File: config.mk
export PLATFORM = sky130hd
export DESIGN_NAME = uart_cmd_parser
export DESIGN_NICKNAME = d
export VERILOG_FILES = /design/src/rtl/uart_cmd_pkg.sv /design/src/rtl/byte_timeout.sv /design/src/rtl/uart_cmd_parser.sv
export SDC_FILE = /design/constraint.sdc
export NUM_CORES = 1
export LEC_CHECK = 0
export CORE_MARGIN = 2
export CORE_UTILIZATION = 33
export CTS_BUF_LIST = sky130_fd_sc_hd__clkbuf_4
export DETAILED_ROUTE_END_ITERATION = 7
export GPL_TIMING_DRIVEN = 0
export PLACE_DENSITY_LB_ADDON = 0.05
export SLEW_MARGIN = 20
export SYNTH_ARGS = -nofsm -noshare
export SYNTH_HDL_FRONTEND = slang
export SYNTH_SLANG_ARGS = --single-unit
export TNS_END_PERCENT = 20
File: constraint.sdc
create_clock -name clk -period 2.6 [get_ports clk]
set_input_delay 0.52 -clock clk [delete_from_list [all_inputs] [get_ports clk]]
set_output_delay 0.52 -clock clk [all_outputs]
set_load 0.05 [all_outputs]
File: src/rtl/uart_cmd_pkg.sv
// uart_cmd_pkg: shared definitions for the UART command parser.
//   - state_t           : parser FSM state encoding
//   - SYNC_BYTE_DEFAULT : default frame start marker
//   - OP_WRITE/OP_READ  : opcodes understood by downstream consumers
//   - frame_csum()      : checksum over the three payload bytes
package uart_cmd_pkg;

    localparam logic [7:0] SYNC_BYTE_DEFAULT = 8'hAA;

    // Opcodes are decoded by the consumer; the parser passes them through.
    localparam logic [7:0] OP_WRITE = 8'h01;
    localparam logic [7:0] OP_READ  = 8'h02;

    typedef enum logic [2:0] {
        ST_IDLE = 3'd0,
        ST_OP   = 3'd1,
        ST_ADDR = 3'd2,
        ST_DATA = 3'd3,
        ST_CSUM = 3'd4,
        ST_HOLD = 3'd5
    } state_t;

    function automatic logic [7:0] frame_csum(input logic [7:0] op,
                                              input logic [7:0] addr,
                                              input logic [7:0] data);
        return op ^ addr ^ data;
    endfunction

endpackage

File: src/rtl/byte_timeout.sv
// byte_timeout: inter-byte watchdog.
//   clk    : system clock
//   rst    : synchronous active-high reset
//   clr    : clears the count (a byte arrived)
//   en     : count while a frame is in progress
//   expire : high in the cycle the count sits at TIMEOUT_CLKS-1, unless a
//            byte arrives in that same cycle (the byte wins)
module byte_timeout #(
    parameter int unsigned TIMEOUT_CLKS = 17360
) (
    input  logic clk,
    input  logic rst,
    input  logic clr,
    input  logic en,
    output logic expire
);

    localparam int unsigned   W    = (TIMEOUT_CLKS > 1) ? $clog2(TIMEOUT_CLKS) : 1;
    localparam logic [W-1:0]  LAST = W'(TIMEOUT_CLKS - 1);
    localparam logic [W-1:0]  ONE  = W'(1);

    logic [W-1:0] cnt;

    // NOTE: sequential state uses non-blocking assignments so every register
    // samples the pre-edge value of every other register.
    always_ff @(posedge clk) begin
        if (rst || clr || !en) begin
            cnt <= '0;
        end else if (cnt != LAST) begin
            // Holding at LAST keeps the counter from wrapping before the
            // parser has reacted to the expiry.
            cnt <= cnt + ONE;
        end
    end

    assign expire = en && !clr && (cnt == LAST);

endmodule

File: src/rtl/uart_cmd_parser.sv
// uart_cmd_parser: frames SYNC, op, addr, data, csum bytes from a UART
// receiver into a command handed off with a valid/ready handshake.
//   clk, rst           : system clock, synchronous active-high reset
//   rx_rd, rx_data     : one-cycle strobe with the newly received byte
//   cmd_valid/ready    : command handshake; payload held stable while valid
//   cmd_op/addr/data   : decoded command fields
//   err_cnt            : saturating count of discarded frames/bytes
//   busy               : parser is not idle
module uart_cmd_parser
    import uart_cmd_pkg::*;
#(
    parameter int unsigned TIMEOUT_CLKS = 17360,
    parameter logic [7:0]  SYNC_BYTE    = SYNC_BYTE_DEFAULT
) (
    input  logic       clk,
    input  logic       rst,
    input  logic       rx_rd,
    input  logic [7:0] rx_data,
    output logic       cmd_valid,
    input  logic       cmd_ready,
    output logic [7:0] cmd_op,
    output logic [7:0] cmd_addr,
    output logic [7:0] cmd_data,
    output logic [7:0] err_cnt,
    output logic       busy
);

    state_t state, state_nxt;
    logic   err_inc;
    logic   tmo_en;
    logic   tmo_expire;

    assign tmo_en = (state == ST_OP) || (state == ST_ADDR) ||
                    (state == ST_DATA) || (state == ST_CSUM);

    // Every entry to OP happens on an rx_rd, so clearing on rx_rd covers both
    // the per-byte and the frame-start clear.
    byte_timeout #(
        .TIMEOUT_CLKS(TIMEOUT_CLKS)
    ) u_timeout (
        .clk    (clk),
        .rst    (rst),
        .clr    (rx_rd),
        .en     (tmo_en),
        .expire (tmo_expire)
    );

    // NOTE: defaults first so every path assigns every output of the block;
    // otherwise synthesis infers latches.
    always_comb begin
        state_nxt = state;
        err_inc   = 1'b0;
        unique case (state)
            ST_IDLE: begin
                if (rx_rd && rx_data == SYNC_BYTE) state_nxt = ST_OP;
            end
            ST_OP, ST_ADDR, ST_DATA: begin
                // A SYNC_BYTE value here is payload, not a resync.
                if (rx_rd)           state_nxt = state_t'(state + 3'd1);
                else if (tmo_expire) begin
                    state_nxt = ST_IDLE;
                    err_inc   = 1'b1;
                end
            end
            ST_CSUM: begin
                if (rx_rd) begin
                    if (rx_data == frame_csum(cmd_op, cmd_addr, cmd_data)) begin
                        state_nxt = ST_HOLD;
                    end else begin
                        state_nxt = ST_IDLE;
                        err_inc   = 1'b1;
                    end
                end else if (tmo_expire) begin
                    state_nxt = ST_IDLE;
                    err_inc   = 1'b1;
                end
            end
            ST_HOLD: begin
                if (cmd_ready) begin
                    // Handshake completes; a byte arriving now is handled as
                    // if the parser were already idle.
                    state_nxt = (rx_rd && rx_data == SYNC_BYTE) ? ST_OP : ST_IDLE;
                end else if (rx_rd) begin
                    err_inc = 1'b1;      // overrun: byte dropped
                end
            end
            default: state_nxt = ST_IDLE;
        endcase
    end

    always_ff @(posedge clk) begin
        if (rst) begin
            state    <= ST_IDLE;
            cmd_op   <= '0;
            cmd_addr <= '0;
            cmd_data <= '0;
            err_cnt  <= '0;
        end else begin
            state <= state_nxt;
            if (rx_rd) begin
                if (state == ST_OP)   cmd_op   <= rx_data;
                if (state == ST_ADDR) cmd_addr <= rx_data;
                if (state == ST_DATA) cmd_data <= rx_data;
            end
            if (err_inc && err_cnt != 8'hFF) err_cnt <= err_cnt + 8'd1;
        end
    end

    assign cmd_valid = (state == ST_HOLD);
    assign busy      = (state != ST_IDLE);

endmodule

==> results_dict.tcl <==
set metrics [dict create \
    io_pins 46 \
    synth.distinct_cells 45 \
    synth_top_family_by_area "simple AND/OR/NAND/NOR gates" \
    setup-violations-final 0 \
    ir_drop_uv 177 \
    cap_viol_max_count 0 \
    wl_met3_um 341 \
    antenna_found_initial 0 \
    wl_um 6960 \
    drc 0 \
    cts_buffers 5 \
    hold_path_class "flip-flop to flip-flop" \
    yosysTopAreaCell "dfxtp_1" \
    dp_slack_ns -0.217 \
    synth_seq_cells 50 \
    dieHeight_um 94.3 \
    core_sq_mm 0.00781 \
    viasPerCell 5.07 \
    drive_gt1_frac 0.0587 \
    synthSimpleGateAreaFrac 0.275 \
    clock_path_buffers 2 \
    synth.cell_area_sq_mm 0.00269 \
    fmax_mhz 411 \
    crit_path_top_delay_cell "dfxtp_1" \
    synthTopCellsByArea "dfxtp_1 (37%), xnor2_1 (8.5%), nand3_1 (6.0%), a21oi_1 (5.8%), nand2_1 (5.7%)" \
    grt_setup_unrepaired "false" \
    antenna_cells 0 \
    synthesis.instances 323 \
    finalCritPeriodShare 0.936 \
    crit_fanout 9 \
    yosysWarningCount 0 \
    synthesis.nets 342 \
    path_cells "inv_1 > ha_1 > or3_1 > a21oi_1 > a41oi_1 > o2111ai_4 > a21oi_2 > mux2_1" \
    wl_met1_um 3460 \
    highest_layer "met4" \
    synthAdderAreaFrac 0.0325 \
    grt-ovfl-total 0 \
    post-route-min-period_ns 2.43 \
    synthXorXnorAreaFrac 0.124 \
    synth_mux_area_frac 0.0246 \
    critPathKind "flip-flop to flip-flop" \
    synth_top_area_share 0.372 \
    gp_congestion 0.798 \
    async_flop_share 0 \
    grt_pass1_wl_um 11600 \
    ys_seq_area_frac 0.372 \
    grt_max_degree 15 \
    synth-compound-area-share 0.138 \
    status "finished, final reports clean" \
    grt_pass1_vias 2319 \
    required_ns 2.87 \
    nNetsFinal 394 \
    grt_util_all_layers 0.165 \
    skew_ns 0.00464 \
    cts_sinks 50 \
    drt_iter0_drc 109 \
    crit_arrival_ns 2.70 \
    p_leak_nw 1.13 \
    path_clk_slew_ns 0.14 \
    insertion_delay_ns 0.37 \
    fin_cells 477 \
    antenna_left 0 \
    slew_viol_final 0 \
    dp.cells 470 \
    dp_hpwl_um 5080 \
    wire_per_inst_um 14.6 \
    cts_max_level 2 \
    r2r_slack_ns 0.17 \
    slew_headroom 0.620 \
    syn2layout_area_growth_pct 24.5 \
    fp.dieW_um 94.3 \
    cts_tree "built" \
    final_common_cell "dfxtp_1" \
    dieArea_sq_mm 0.00889 \
    worstMarginPinSlew_ns 0.565 \
    met2_length_um 3070 \
    finalHoldViolCount 0 \
    critPathCaptureType "flip-flop" \
    final_cell_mix "dfxtp_1 (50), clkdlybuf4s50_1 (43), nand2_1 (41), nand3_1 (32), a21oi_1 (31)" \
    max_stage_delay_ns 0.48 \
    syn_area_per_cell_sq_um 8.33 \
    root_buffer "clkbuf_4" \
    synth_edf_count 0 \
    rows 32 \
    synthFlopType "dfxtp_1" \
    portBuffers 45 \
    vias 2418 \
    cp-start-kind "flip-flop" \
    first_pass_iters 4 \
    worst_slack_ns 0.167 \
    ctsHoldBuffers 0 \
    p_per_area_mw_per_mm2 409 \
    start_util 0.345 \
]
-- what timing repair did --
item,4_1_cts,5_1_grt
resized for setup,5,3
setup endpoints to repair,2,15
buffers inserted,0,0
-- cells by family (layout without fill, tap and decap cells) --
group | count (synthesis) | after routing
multiplexers | 6 | 6
flip-flops | 50 | 50
buffers and inverters | 22 | 74
adder cells (fa/ha/maj) | 7 | 7
XOR/XNOR | 38 | 38
AND/OR/NAND/NOR | 143 | 143
AO/OA/AOI/OAI | 57 | 57
-- cells in the mapped netlist (2+ instances only) --
library cell / n
nand2_1: 41
o211ai_1: 3
nand4_1: 6
o31ai_1: 2
and3b_1: 2
dfxtp_1: 50
inv_1: 7
nor2b_1: 6
a21boi_0: 2
xnor2_1: 26
and4_1: 3
nor2_1: 26
nor3_1: 8
clkbuf_1: 12
or3_1: 3
and2_1: 2
ha_1: 7
a21oi_1: 31
xor2_1: 12
and3_1: 6
a21oi_2: 5
o21ai_0: 5
nand3_1: 32
mux2_1: 5
-- worst max-delay path: cells and delay by family (launching register included) --
family | cells | cell delay [ns]
simple gates | 1 | 0.42
mux | 1 | 0.32
flops | 1 | 0.48
fa+ha+maj | 1 | 0.22
buf+inv | 1 | 0.11
compound gates | 4 | 0.79
-- layer usage --
metal  global-route usage  vias up
met3               0.0345        8
met4               0.0459        0
met1                0.231     1123
met2                0.258       57
met5                    0        -
li1                     -     1230
-- through the flow --
stage / util / setup TNS, ns / total power [W] / hold WS (ns) / area, sq um
after floorplan: - / 0 / 0.000879 / 0.480 / 2690
after global placement: 0.419 / -2.79 / 0.000940 / 0.474 / 3270
after detailed placement: 0.419 / -2.82 / 0.000940 / 0.474 / 3270
after CTS: 0.428 / 0 / 0.00139 / 0.494 / 3340
after global routing: 0.429 / 0 / 0.00143 / 0.510 / 3350
final: 0.429 / 0 / 0.00137 / 0.490 / 3350
-- cell type report --
type	count	area, sq um
Buffer	15	67.6
Clock buffer	5	37.5
Clock inverter	2	33.8
Fill cell	816	4460
Inverter	7	26.3
Multi-Input combinational cell	251	1610
Sequential cell	50	1000
Tap cell	102	128
Timing Repair Buffer	45	450
-- where the power goes --
group	internal, W	total, W	switching (W)
clock network	0.000195	0.000445	0.000250
registers	0.000771	0.000777	0.00000622
logic	0.0000524	0.000146	0.0000940
-- path summary, 6_finish.rpt --
| kind | endpoint | cells past startpoint | start |
|---|---|---|---|
| max reg2reg | err_cnt[4]$_SDFFE_PP0P_ | 8 | state[0]$_SDFFE_PP0P_ |
| min | cmd_addr[5]$_SDFFE_PP0P_ | 2 | cmd_addr[5]$_SDFFE_PP0P_ |
| max | err_cnt[4]$_SDFFE_PP0P_ | 8 | state[0]$_SDFFE_PP0P_ |
| min reg2reg | cmd_addr[5]$_SDFFE_PP0P_ | 2 | cmd_addr[5]$_SDFFE_PP0P_ |
-- flip-flops by register name (all words and copies together), names as in the netlist --
name and cells:
cmd_data 8, cmd_op 8, u_timeout.cnt 15, cmd_addr 8, state 3, err_cnt 8
Power figures use the tool's default switching activity.
